$ cat config.mk
export PLATFORM = sky130hd
export DESIGN_NAME = vga_mem_arbiter_flat
export DESIGN_NICKNAME = d
export VERILOG_FILES = /design/src/rtl/vga_mem_arbiter_if.sv /design/src/rtl/vga_mem_arbiter.sv /design/src/flat_wrapper.sv
export SDC_FILE = /design/constraint.sdc
export NUM_CORES = 1
export LEC_CHECK = 0
export CORE_MARGIN = 3
export CORE_UTILIZATION = 51
export DETAILED_ROUTE_END_ITERATION = 16
export PLACE_DENSITY = 0.87
export SLEW_MARGIN = 20
export SYNTH_ARGS = -nofsm -noshare
export SYNTH_HDL_FRONTEND = slang
export SYNTH_SLANG_ARGS = --single-unit
$ cat constraint.sdc
create_clock -name clk -period 3.41 [get_ports clk]
set_input_delay 0.341 -clock clk [delete_from_list [all_inputs] [get_ports clk]]
set_output_delay 0.341 -clock clk [all_outputs]
set_load 0.05 [all_outputs]
$ cat src/rtl/vga_mem_arbiter_if.sv
// rtl/vga_mem_arbiter_if.sv - host request port and frame-buffer RAM port of the VGA memory arbiter
interface vga_mem_arbiter_if #(
  parameter int ADDR_W = 16,
  parameter int DATA_W = 8
);
  logic              host_req;
  logic              host_we;
  logic [ADDR_W-1:0] host_addr;
  logic [DATA_W-1:0] host_wdata;
  logic              host_ack;
  logic              host_rvalid;
  logic [DATA_W-1:0] host_rdata;

  logic              mem_en;
  logic              mem_we;
  logic [ADDR_W-1:0] mem_addr;
  logic [DATA_W-1:0] mem_wdata;
  logic [DATA_W-1:0] mem_rdata;

  // master: the arbiter, which answers the host and drives the RAM
  modport master (
    input  host_req, host_we, host_addr, host_wdata, mem_rdata,
    output host_ack, host_rvalid, host_rdata,
    output mem_en, mem_we, mem_addr, mem_wdata
  );

  // slave: the host plus the RAM on the far side of the arbiter
  modport slave (
    output host_req, host_we, host_addr, host_wdata, mem_rdata,
    input  host_ack, host_rvalid, host_rdata,
    input  mem_en, mem_we, mem_addr, mem_wdata
  );
endinterface

$ cat src/rtl/vga_mem_arbiter.sv
// rtl/vga_mem_arbiter.sv - single-port frame-buffer sharing between 1 bpp scan-out and a host port
module vga_mem_arbiter #(
  parameter int ADDR_W         = 16,
  parameter int DATA_W         = 8,
  parameter int H_DISPLAY      = 640,
  parameter int H_TOTAL        = 800,
  parameter int V_DISPLAY      = 480,
  parameter int V_TOTAL        = 525,
  parameter int WORDS_PER_LINE = 80
) (
  input  logic              clk,
  input  logic              rst_n,
  input  logic [9:0]        hpos,
  input  logic [9:0]        vpos,
  input  logic              display_on,
  input  logic [ADDR_W-1:0] cfg_base,
  output logic              pixel,
  output logic              frame_start,
  vga_mem_arbiter_if.master bus
);

  localparam logic [9:0] H_COL_END   = 10'(H_DISPLAY - 8);
  localparam logic [9:0] H_COL_LAST  = 10'(WORDS_PER_LINE * 8 - 3);
  localparam logic [9:0] H_WRAP_SLOT = 10'(H_TOTAL - 3);
  localparam logic [9:0] V_VIS       = 10'(V_DISPLAY);
  localparam logic [9:0] V_LAST      = 10'(V_TOTAL - 1);

  logic              active_q;
  logic              vslot_q;
  logic              rvalid_q, rvalid_d;
  logic [ADDR_W-1:0] base_q, base_d;
  logic [ADDR_W-1:0] offset_q, offset_d;
  logic [DATA_W-1:0] word_q, word_d;
  logic [DATA_W-1:0] shreg_q, shreg_d;

  logic [9:0] next_line;
  logic       slot_col, slot_wrap, vslot, first_fetch;

  // A fetch sits three clocks ahead of the first pixel it feeds; the wrap
  // slot near end of line fetches column 0 of the following line.
  always_comb begin
    next_line   = (vpos == V_LAST) ? 10'd0 : vpos + 10'd1;
    slot_col    = (hpos[2:0] == 3'd5) && (hpos < H_COL_END) &&
                  (hpos <= H_COL_LAST) && (vpos < V_VIS);
    slot_wrap   = (hpos[2:0] == 3'd5) && (hpos == H_WRAP_SLOT) && (next_line < V_VIS);
    vslot       = active_q & (slot_col | slot_wrap);
    first_fetch = vslot && (hpos == H_WRAP_SLOT) && (vpos == V_LAST);
  end

  assign frame_start     = first_fetch;
  assign bus.host_ack    = active_q & bus.host_req & ~vslot;
  assign bus.host_rvalid = rvalid_q;
  assign bus.host_rdata  = bus.mem_rdata;
  assign pixel           = shreg_q[DATA_W-1] & display_on;

  always_comb begin
    bus.mem_en    = vslot | bus.host_ack;
    bus.mem_we    = bus.host_ack & bus.host_we;
    bus.mem_wdata = bus.host_wdata;
    if (first_fetch)
      bus.mem_addr = cfg_base;
    else if (vslot)
      bus.mem_addr = base_q + offset_q;
    else
      bus.mem_addr = bus.host_addr;
  end

  always_comb begin
    base_d   = base_q;
    offset_d = offset_q;
    if (first_fetch) begin
      base_d   = cfg_base;
      offset_d = ADDR_W'(1);
    end else if (vslot) begin
      offset_d = offset_q + ADDR_W'(1);
    end

    word_d = word_q;
    if ((hpos[2:0] == 3'd6) && vslot_q)
      word_d = bus.mem_rdata;

    if (hpos[2:0] == 3'd7)
      shreg_d = word_q;
    else
      shreg_d = {shreg_q[DATA_W-2:0], 1'b0};

    rvalid_d = bus.host_ack & ~bus.host_we;
  end

  always_ff @(posedge clk or negedge rst_n) begin
    if (!rst_n) begin
      active_q <= 1'b0;
      vslot_q  <= 1'b0;
      rvalid_q <= 1'b0;
      base_q   <= '0;
      offset_q <= '0;
      word_q   <= '0;
      shreg_q  <= '0;
    end else begin
      active_q <= 1'b1;
      vslot_q  <= vslot;
      rvalid_q <= rvalid_d;
      base_q   <= base_d;
      offset_q <= offset_d;
      word_q   <= word_d;
      shreg_q  <= shreg_d;
    end
  end

endmodule

$ cat src/flat_wrapper.sv
// flat-port wrapper written by rule: the top's interface ports become plain ports
module vga_mem_arbiter_flat 
#(
  parameter int ADDR_W         = 16,
  parameter int DATA_W         = 8,
  parameter int H_DISPLAY      = 640,
  parameter int H_TOTAL        = 800,
  parameter int V_DISPLAY      = 480,
  parameter int V_TOTAL        = 525,
  parameter int WORDS_PER_LINE = 80
)
  (clk, rst_n, hpos, vpos, display_on, cfg_base, pixel, frame_start, bus_host_req, bus_host_we, bus_host_addr, bus_host_wdata, bus_mem_rdata, bus_host_ack, bus_host_rvalid, bus_host_rdata, bus_mem_en, bus_mem_we, bus_mem_addr, bus_mem_wdata);
  vga_mem_arbiter_if #(.ADDR_W(ADDR_W), .DATA_W(DATA_W)) bus_i ();
  input  logic clk;
  input  logic rst_n;
  input  logic [9:0] hpos;
  input  logic [9:0] vpos;
  input  logic display_on;
  input  logic [ADDR_W-1:0] cfg_base;
  output logic pixel;
  output logic frame_start;
  input wire logic [$bits(bus_i.host_req)-1:0] bus_host_req;
  input wire logic [$bits(bus_i.host_we)-1:0] bus_host_we;
  input wire logic [$bits(bus_i.host_addr)-1:0] bus_host_addr;
  input wire logic [$bits(bus_i.host_wdata)-1:0] bus_host_wdata;
  input wire logic [$bits(bus_i.mem_rdata)-1:0] bus_mem_rdata;
  output wire logic [$bits(bus_i.host_ack)-1:0] bus_host_ack;
  output wire logic [$bits(bus_i.host_rvalid)-1:0] bus_host_rvalid;
  output wire logic [$bits(bus_i.host_rdata)-1:0] bus_host_rdata;
  output wire logic [$bits(bus_i.mem_en)-1:0] bus_mem_en;
  output wire logic [$bits(bus_i.mem_we)-1:0] bus_mem_we;
  output wire logic [$bits(bus_i.mem_addr)-1:0] bus_mem_addr;
  output wire logic [$bits(bus_i.mem_wdata)-1:0] bus_mem_wdata;
  assign bus_i.host_req = bus_host_req;
  assign bus_i.host_we = bus_host_we;
  assign bus_i.host_addr = bus_host_addr;
  assign bus_i.host_wdata = bus_host_wdata;
  assign bus_i.mem_rdata = bus_mem_rdata;
  assign bus_host_ack = bus_i.host_ack;
  assign bus_host_rvalid = bus_i.host_rvalid;
  assign bus_host_rdata = bus_i.host_rdata;
  assign bus_mem_en = bus_i.mem_en;
  assign bus_mem_we = bus_i.mem_we;
  assign bus_mem_addr = bus_i.mem_addr;
  assign bus_mem_wdata = bus_i.mem_wdata;
  vga_mem_arbiter #(.ADDR_W(ADDR_W), .DATA_W(DATA_W), .H_DISPLAY(H_DISPLAY), .H_TOTAL(H_TOTAL), .V_DISPLAY(V_DISPLAY), .V_TOTAL(V_TOTAL), .WORDS_PER_LINE(WORDS_PER_LINE)) u_core (.clk(clk), .rst_n(rst_n), .hpos(hpos), .vpos(vpos), .display_on(display_on), .cfg_base(cfg_base), .pixel(pixel), .frame_start(frame_start), .bus(bus_i));
endmodule
## Yosys cells after proc, flatten, opt, wreduce, memory -nomap -nowiden

Index checks and enable logic that the tools add are counted.

- Output and inout bits: 38
- Flip-flop bits (word level): 51
- Logic and storage cells: 44
- Input bits: 73

- $lt $le $gt $ge: 4
- Reductions and logical operators: 9
- Eq/ne operators: 5
- Muxes and demuxes: 6
- Bitwise operators: 10
- $add $sub $neg: 3

Operator list:

| kind | count |
|---|---|
| $mux W16 | 4 |
| $eq A10 B10 Y1 const B | 2 |
| $lt A10 B9 Y1 const B | 2 |
| $add A16 B1 Y16 const B | 1 |
| $add A16 B16 Y16 | 1 |
| $add A10 B1 Y10 const B | 1 |
| $le A10 B10 Y1 const B | 1 |
| $lt A10 B10 Y1 const B | 1 |
| $mux W10 | 1 |
| $eq A3 B3 Y1 const B | 3 |
| $logic_and A1 B1 Y1 | 8 |
| $mux W8 | 1 |
| $and A1 B1 Y1 | 6 |
| $not A1 Y1 | 2 |
| $or A1 B1 Y1 | 2 |
| $reduce_bool A2 Y1 | 1 |

## Logic depth before layout (Yosys ltp)

Gate-level depths: netlist of the first run.

- Depth after elaboration: 9
- Depth in mapped cells: 10
- Depth with buffers taken out: 10

## Least setup slack after synthesis of the first run

No wires, ideal clock.

- Path type: reg2out
- Start: reg u_core.offset_q[1]
- End: out bus_mem_addr[9]
- Setup slack: -9 ps
- Arrival time: 3078 ps
- Buffers on the path: 0
- Stages on the path, launching flop included: 9
- Required time: 3069 ps
- Cell sequence: dfrtp_1 ha_1 a211oi_1 nor3_1 or3b_2 a21oi_1 xnor2_1 mux2i_1 o21ai_0

- Word-level cells in the longest chain between the ends: 3

RTL lines:

| what | RTL line | source |
|---|---|---|
| start: declaration | vga_mem_arbiter.sv:32 | `logic [ADDR_W-1:0] offset_q, offset_d;` |
| start signal: assignment | vga_mem_arbiter.sv:104 | `offset_q <= offset_d;` |
| $add A16 B16 Y16 | vga_mem_arbiter.sv:63 | `bus.mem_addr = base_q + offset_q;` |
| $mux W16 | vga_mem_arbiter.sv:62 | `else if (vslot)` |
| $mux W16 | vga_mem_arbiter.sv:60 | `if (first_fetch)` |
| end: declaration | flat_wrapper.sv:32 | `output wire logic [$bits(bus_i.mem_addr)-1:0] bus_mem_addr;` |

Every way passes these cells.

## Worst setup path after layout of the first run

Ends and elaborated chain as after synthesis.

==> summary.md, run 1 <==
| Metric | Value |
|---|---|
| Outcome | finished, final reports clean |
| Gr ovfl total | 0 |
| Synthesized area per cell | 8.76 sq um |
| Routed Antenna Nets | 0 |
| Number of I/O port buffers | 94 |
| # IOs | 111 |
| Crit-path max FO | 5 |
| Synth cell types | 55 |
| DR DRC count | 0 |
| CTS Buf Count | 5 |
| Post-Synthesis Net Count | around 490 |
| Share of cells above drive strength 1 | 0.144 |
| H-tree depth | 2 |
| Post-CTS Setup Repair Bufs | 0 |
| WL/cell | approximately 16 um |
| Setup WS pre-CTS | 220 ps |
| Synth Warn # | 0 |
| Number of buffers and inverters on the critical path | 1 |
| Startpoint Class | flip-flop |
| Final Cycle Share | 0.953 |
| Clk_skew | 13.2 ps |
| Via-to-Cell Ratio | 5.65 |
| Core area | 6530 sq um |
| Register area share after synthesis | 0.362 |
| Rows | 29 |
| Slew Viols, Final | 0 |
| Synth top area share | 0.362 |
| CTS Sinks | 51 |
| Placer Congestion | 0.850 |
| Tmin final | 3250 ps |
| CP arrival | a little under 3000 ps |
| Pre-Repair DR Iteration Count | 4 |
| Cell chain of the critical path | ha_1 > a211oi_1 > nor3_1 > or3b_2 > a21oi_1 > xnor2_1 > mux2i_1 > o21ai_1 > buf_12 |
| Post-synth top area cell | dfrtp_1 |
| DIE AREA | slightly below 8000 sq um |
| Starting DRC count in detailed routing | approximately 200 |
| Mapped Area | 3530 sq um |
| Max Root-Sink Buffers | 2 |
| Setup TNS | 0 ps |
| Total number of vias | 3149 |
| Hold WC Path Type | in2async |
| Largest net degree at the start of global routing | 39 |
| PwrDens | around 290 nW/um^2 |
| Cell family with most CP delay | compound AO/OA/AOI/OAI gates |
| Largest cells by area after synthesis | dfrtp_1 36%, nand2_1 8.5%, ha_1 5.7% |
| Vias in the first global route | 3233 |
| Setup WS post-layout | 161 ps |
| Initial Utilization | 0.540 |
| Post-DP HPWL | about 6500 um |
| GRT Overall Usage | 0.221 |
| Syn Inst Count | approximately 400 |
| CTS tree | yes |
| Post-synthesis async set-or-reset flop share | 1.00 |
| Clock slew at reported path FFs | 110 ps |
| Worst-margin pin slew | 819 ps |
| F_max | 0.308 GHz |
| Final hold viol count | 0 |
| Root buf cell | clkbuf_8 |
| Initial antenna violation count | 0 |
| CP max-delay cell | or3b_2 |
| Slew HR | 0.454 |
| Antenna diodes | 0 |
| RSZ-0062 raised after global routing | false |
| FILL cells | 490 |
| Final net count | 569 |
| Die X | between 80 and 90 um |
| Max VDD drop | 226 uV |
| Max Cap Violations | 0 |
| Leakage power | ~2.3 nW |
| Synth Flop Type | dfrtp_1 |
| Chip height | 89.2 um |
| CP required | 3070 ps |
| Fin util | 0.709 |
| Final WL | 8710 um |
| Kind of critical path | reg2out |
| Worst path max stage delay | 490 ps |
| Commonest non-fill, non-tap cell in the layout | nand2_1 |
| Area grow syn2layout | 31.2% |
| CP endpoint kind | primary output |
| Synthesized flop and latch total | a little over 50 |
| First-pass GRT wire length | about 14000 um |
| Setup-failing EPs final | 0 |
| Most frequent cells in the layout | 80 x nand2_1, 75 x clkdlybuf4s50_1, 51 x dfrtp_1 |
| Clk Latency, worst-skew pair | approximately 320 ps |
| WHS | 104 ps |
| EDFF count, synth | 0 |
[state kept, by name, summed over array words and instances (netlist names)]
name and cells:
u_core.word_q 8, u_core.vslot_q 1, u_core.shreg_q 8, u_core.offset_q 16
u_core.base_q 16, u_core.active_q 1, u_core.bus.host_rvalid 1
[synth_stat cells, types with 3 or more instances]
| cell type | count |
|---|---|
| a21o_1 | 5 |
| nor3_1 | 15 |
| buf_4 | 19 |
| and2_1 | 5 |
| nand4_1 | 11 |
| o21ai_1 | 7 |
| o21ai_0 | 12 |
| nor4_1 | 3 |
| mux2i_1 | 8 |
| clkbuf_1 | 4 |
| ha_1 | 16 |
| xnor2_1 | 12 |
| a21oi_1 | 15 |
| nor2_2 | 4 |
| nor2_1 | 25 |
| nand2_1 | 80 |
| inv_1 | 10 |
| xor2_1 | 9 |
| a211oi_1 | 5 |
| and3_1 | 10 |
| dfrtp_1 | 51 |
| nand3_1 | 13 |
| buf_2 | 6 |
| o21a_1 | 3 |
| mux2_2 | 15 |
| nor4_2 | 4 |
[cells by family after synthesis]
family,count (synthesis),synth area share
xor+xnor,21,0.0521
mux,23,0.0706
other cells,1,0.00106
buf+inv,42,0.0713
simple gates,189,0.273
fa+ha+maj,17,0.0624
compound gates,59,0.107
flops,51,0.362
[metrics by stage]
step	instance area [sq um]	instances	power (mW)
5_1_grt	4630	557	1.41
3_3_place_gp	4520	549	0.976
2_1_floorplan	3530	403	0.842
6_report	4630	557	1.36
4_1_cts	4620	557	1.36
3_5_place_dp	4520	549	0.986
[worst paths after layout]
path                       slack [ps]  cells past startpoint                from                endpoint
max                               160                      9  u_core.offset_q[1]         bus_mem_addr[9]
min                               100                      1               rst_n       u_core.base_q[10]
max reg2reg                      1580                      7  u_core.offset_q[3]     u_core.offset_q[15]
min reg2reg                       480                      2    u_core.base_q[0]        u_core.base_q[0]
max in group asynchronous        2560                      2               rst_n  u_core.bus.host_rvalid
min in group clk                  480                      2    u_core.base_q[0]        u_core.base_q[0]
[cell type report]
type | count | area [sq um] | area share
sequential | 51 | 1280 | 0.276
clock buffer | 5 | 68.8 | 0.0149
tap | 77 | 96.3 | 0.0208
inverter | 11 | 41.3 | 0.00892
clock inverter | 3 | 28.8 | 0.00621
multi-input combinational | 310 | 2020 | 0.436
timing repair buffer | 100 | 1100 | 0.237
[where the power goes]
group	switching [mW]	total (mW)	internal (mW)
Clock	0.226	0.379	0.153
Combinational	0.178	0.339	0.161
Sequential	0.0160	0.638	0.622
Total	0.421	1.36	0.935
[worst register-to-register path: cells and delay by family (launching register included)]
family / cells / cell delay, ps
DFF: 1 / 460
xor gates and xnor gates: 1 / 170
and+or+nand+nor: 6 / 1110
[per-layer routing]
metal	vias to the layer above	global-route usage	part of all wire
met3	15	0.0498	0.066
met5	-	0	0
met2	113	0.399	0.51
li1	1549	-	-
met4	0	0.0677	0.017
met1	1472	0.262	0.41
[timing repair]
item	4_1_cts	5_1_grt
resized for setup	0	4
endpoints found under the hold margin	0	0
hold buffers	0	0
endpoints found under the setup margin	0	5
No activity file was read; power rests on OpenSTA's default activity.
==> run 2: changes to the inputs <==
Settings changed: CORE_UTILIZATION 51 to 25, PLACE_DENSITY 0.87 to unset.
==> summary.md, run 2 (same netlist as run 1, synthesis figures left out) <==
| Metric | Value |
|---|---|
| DR DRC count | 0 (unchanged) |
| Cell chain of the critical path | ha_1 > inv_1 > fa_1 > nor2b_1 > o31ai_1 > a211o_1 > nand3_1 > a41oi_1 > mux2i_1 > nand3_1 > buf_12 |
| Post-CTS Setup Repair Bufs | 0 (unchanged) |
| Sequential Power Share | 0.425 (-0.045) |
| P_sw | 0.420 mW (about the same) |
| Hold-fix buffers, CTS | 0 (unchanged) |
| RSZ-0062 raised after global routing | false |
| Setup TNS | 0 ps (unchanged) |
| Largest net degree at the start of global routing | 33 (-15%) |
| CTS Buf Count | 5 (unchanged) |
| Reg2reg start | u_core.offset_q[3] |
| Post-DP HPWL | 6760 um (+3.2%) |
| CTS tree | yes |
| Core area | 13500 sq um (+110%) |
| H-tree depth | 2 (unchanged) |
| Clock slew at reported path FFs | 70 ps (-40 ps) |
| Clock network fraction of total power | 0.347 (+0.067) |
| Pre-Repair DR Iteration Count | 4 (unchanged) |
| CP endpoint kind | primary output |
| Sw Ratio | 0.280 (-0.0301) |
| Slew HR | 0.569 (+0.115) |
| Crit-path max FO | 5 (unchanged) |
| # resized after CTS | 0 (unchanged) |
| F_max | 0.312 GHz (+1.3%) |
| Routed Antenna Nets | 0 (unchanged) |
| Failing checks | hold timing |
| Commonest non-fill, non-tap cell in the layout | nand2_1 |
| Chip height | 125 um (+40%) |
| CP Launch Point | u_core.offset_q[0] |
| CP max-delay cell | dfrtp_1 |
| CTS Sinks | 51 (unchanged) |
| Initial antenna violation count | 0 (unchanged) |
| WL/cell | 13.3 um (-15%) |
| WHS | -8.63 ps (-113 ps) |
| Gr ovfl total | 0 (unchanged) |
| Via-to-Cell Ratio | 4.64 (-18%) |
| Placer Congestion | 0.787 (-7.4%) |
| Final WL | 8790 um (+0.84%) |
| Vias in the first global route | 3163 (-2.2%) |
| Startpoint Class | flip-flop |
| Logic pwr share | 0.228 (-0.022) |
| Outcome | finished, violations left |
| GRT Overall Usage | 0.113 (-0.109) |
| PwrDens | 307 nW/um^2 (+4.8%) |
| Cell-internal power | 1.08 mW (+16%) |
| Max Cap Violations | 0 (unchanged) |
| Total number of vias | 3062 (-2.8%) |
| Kind of critical path | reg2out |
| Max VDD drop | 233 uV (+3.4%) |
| Clk Latency, worst-skew pair | 290 ps (-30 ps) |
| Final net count | 573 (+0.70%) |
| Most frequent cells in the layout | 80 x nand2_1, 75 x clkdlybuf4s50_1, 51 x dfrtp_1 |
| Area grow syn2layout | 38.6% |
| Top flop regs | u_core.base_q x16, u_core.offset_q x16 |
| Most used cell, CP | nand3_1 |
| Number of I/O port buffers | 94 (unchanged) |
| Starting DRC count in detailed routing | 134 (-31%) |
| Hold WC Path Type | in2async |
| # IOs | 111 (unchanged) |
| DIE AREA | 15600 sq um (+96%) |
| Tmin final | 3210 ps (-40.2 ps) |
| Initial Utilization | 0.261 (-0.279) |
| Die X | 125 um (+40%) |
| Max Root-Sink Buffers | 2 (unchanged) |
| Final Cycle Share | 0.941 (-0.0118) |
| CP arrival | 2870 ps (-40 ps) |
| Clk_skew | 7.24 ps (-5.95 ps) |
| Leakage power | 2.32 nW (+2.7%) |
| CP required | 3070 ps (about the same) |
| First-pass GRT wire length | 15000 um (+6.5%) |
| Root buf cell | clkbuf_16 |
| Rows | 42 (+45%) |
| Setup-failing EPs final | 0 (unchanged) |
| Antenna diodes | 0 (unchanged) |
| Share of cells above drive strength 1 | 0.149 (+0.00501) |
| Slew Viols, Final | 0 (unchanged) |
| Worst-margin pin slew | 646 ps (-174 ps) |
| Worst path max stage delay | 430 ps (-60 ps) |
| Final hold viol count | 12 (+12) |
==> run 2: cell count changes in the layout (fill, tap and decap cells not counted), sizes merged <==
| cell | before | now |
|---|---|---|
| buf | 25 | 29 |
| clkbuf | 5 | 6 |
| inv | 12 | 11 |
| clkinv | 2 | 1 |
| clkinvlp | 0 | 1 |
==> run 2: routing by layer <==
layer	track usage	share of wire	wire length, um
met1	0.153	0.47	4150
met2	0.184	0.45	3940
met3	0.0300	0.072	636
met4	0.0181	0.0072	63
met5	0	0	0
==> run 2: metrics by stage <==
step / setup slack, ps / power, mW / instance area (sq um) / utilization / std cells
finish: 202 / 1.50 / 4890 / 0.362 / 660
global route: 4.42 / 1.57 / 4890 / 0.362 / 660
CTS: 99.9 / 1.51 / 4880 / 0.361 / 660
detailed placement: 211 / 0.990 / 4720 / 0.350 / 652
global placement: 247 / 0.986 / 4720 / 0.350 / 652
floorplan: 149 / 0.842 / 3530 / - / 403
==> run 2: final cells by class <==
cell class              count  area (sq um)
clock buffers               6           139
clock inverters             2          16.3
fillers                  1372          8610
inverters                  11          41.3
multi-input cells         310          2020
flip-flops and latches     51          1280
well taps                 176           220
repair buffers            104          1180
==> run 2: final timing paths <==
| check | end | slack (ps) | depth (start not counted) |
|---|---|---|---|
| worst max-delay path | bus_mem_addr[14] | 200 | 11 |
| worst min-delay path | u_core.base_q[5] | -9 | 1 |
| worst max register to register | u_core.offset_q[13] | 1570 | 7 |
| worst min register to register | u_core.base_q[0] | 470 | 2 |
| max in group asynchronous | u_core.word_q[0] | 2630 | 2 |
| min in group clk | u_core.base_q[0] | 470 | 2 |
==> run 2: power by group through the flow <==
stage                     Clock [mW]  Sequential [mW]  Combinational, mW
after floorplan                    0            0.646              0.195
after global placement             0            0.648              0.338
after detailed placement           0            0.649              0.341
after CTS                      0.535            0.637              0.342
after global routing           0.560            0.640              0.370
final                          0.521            0.637              0.342
==> run 2: worst max-delay path, delay by kind of cell, from the launching register on <==
kind / cells / cell delay (ps)
adder cells (fa/ha/maj): 2 / 640
AO/OA/AOI/OAI: 3 / 600
AND/OR/NAND/NOR: 3 / 500
flip-flops: 1 / 430
buffers and inverters: 2 / 250
multiplexers: 1 / 170
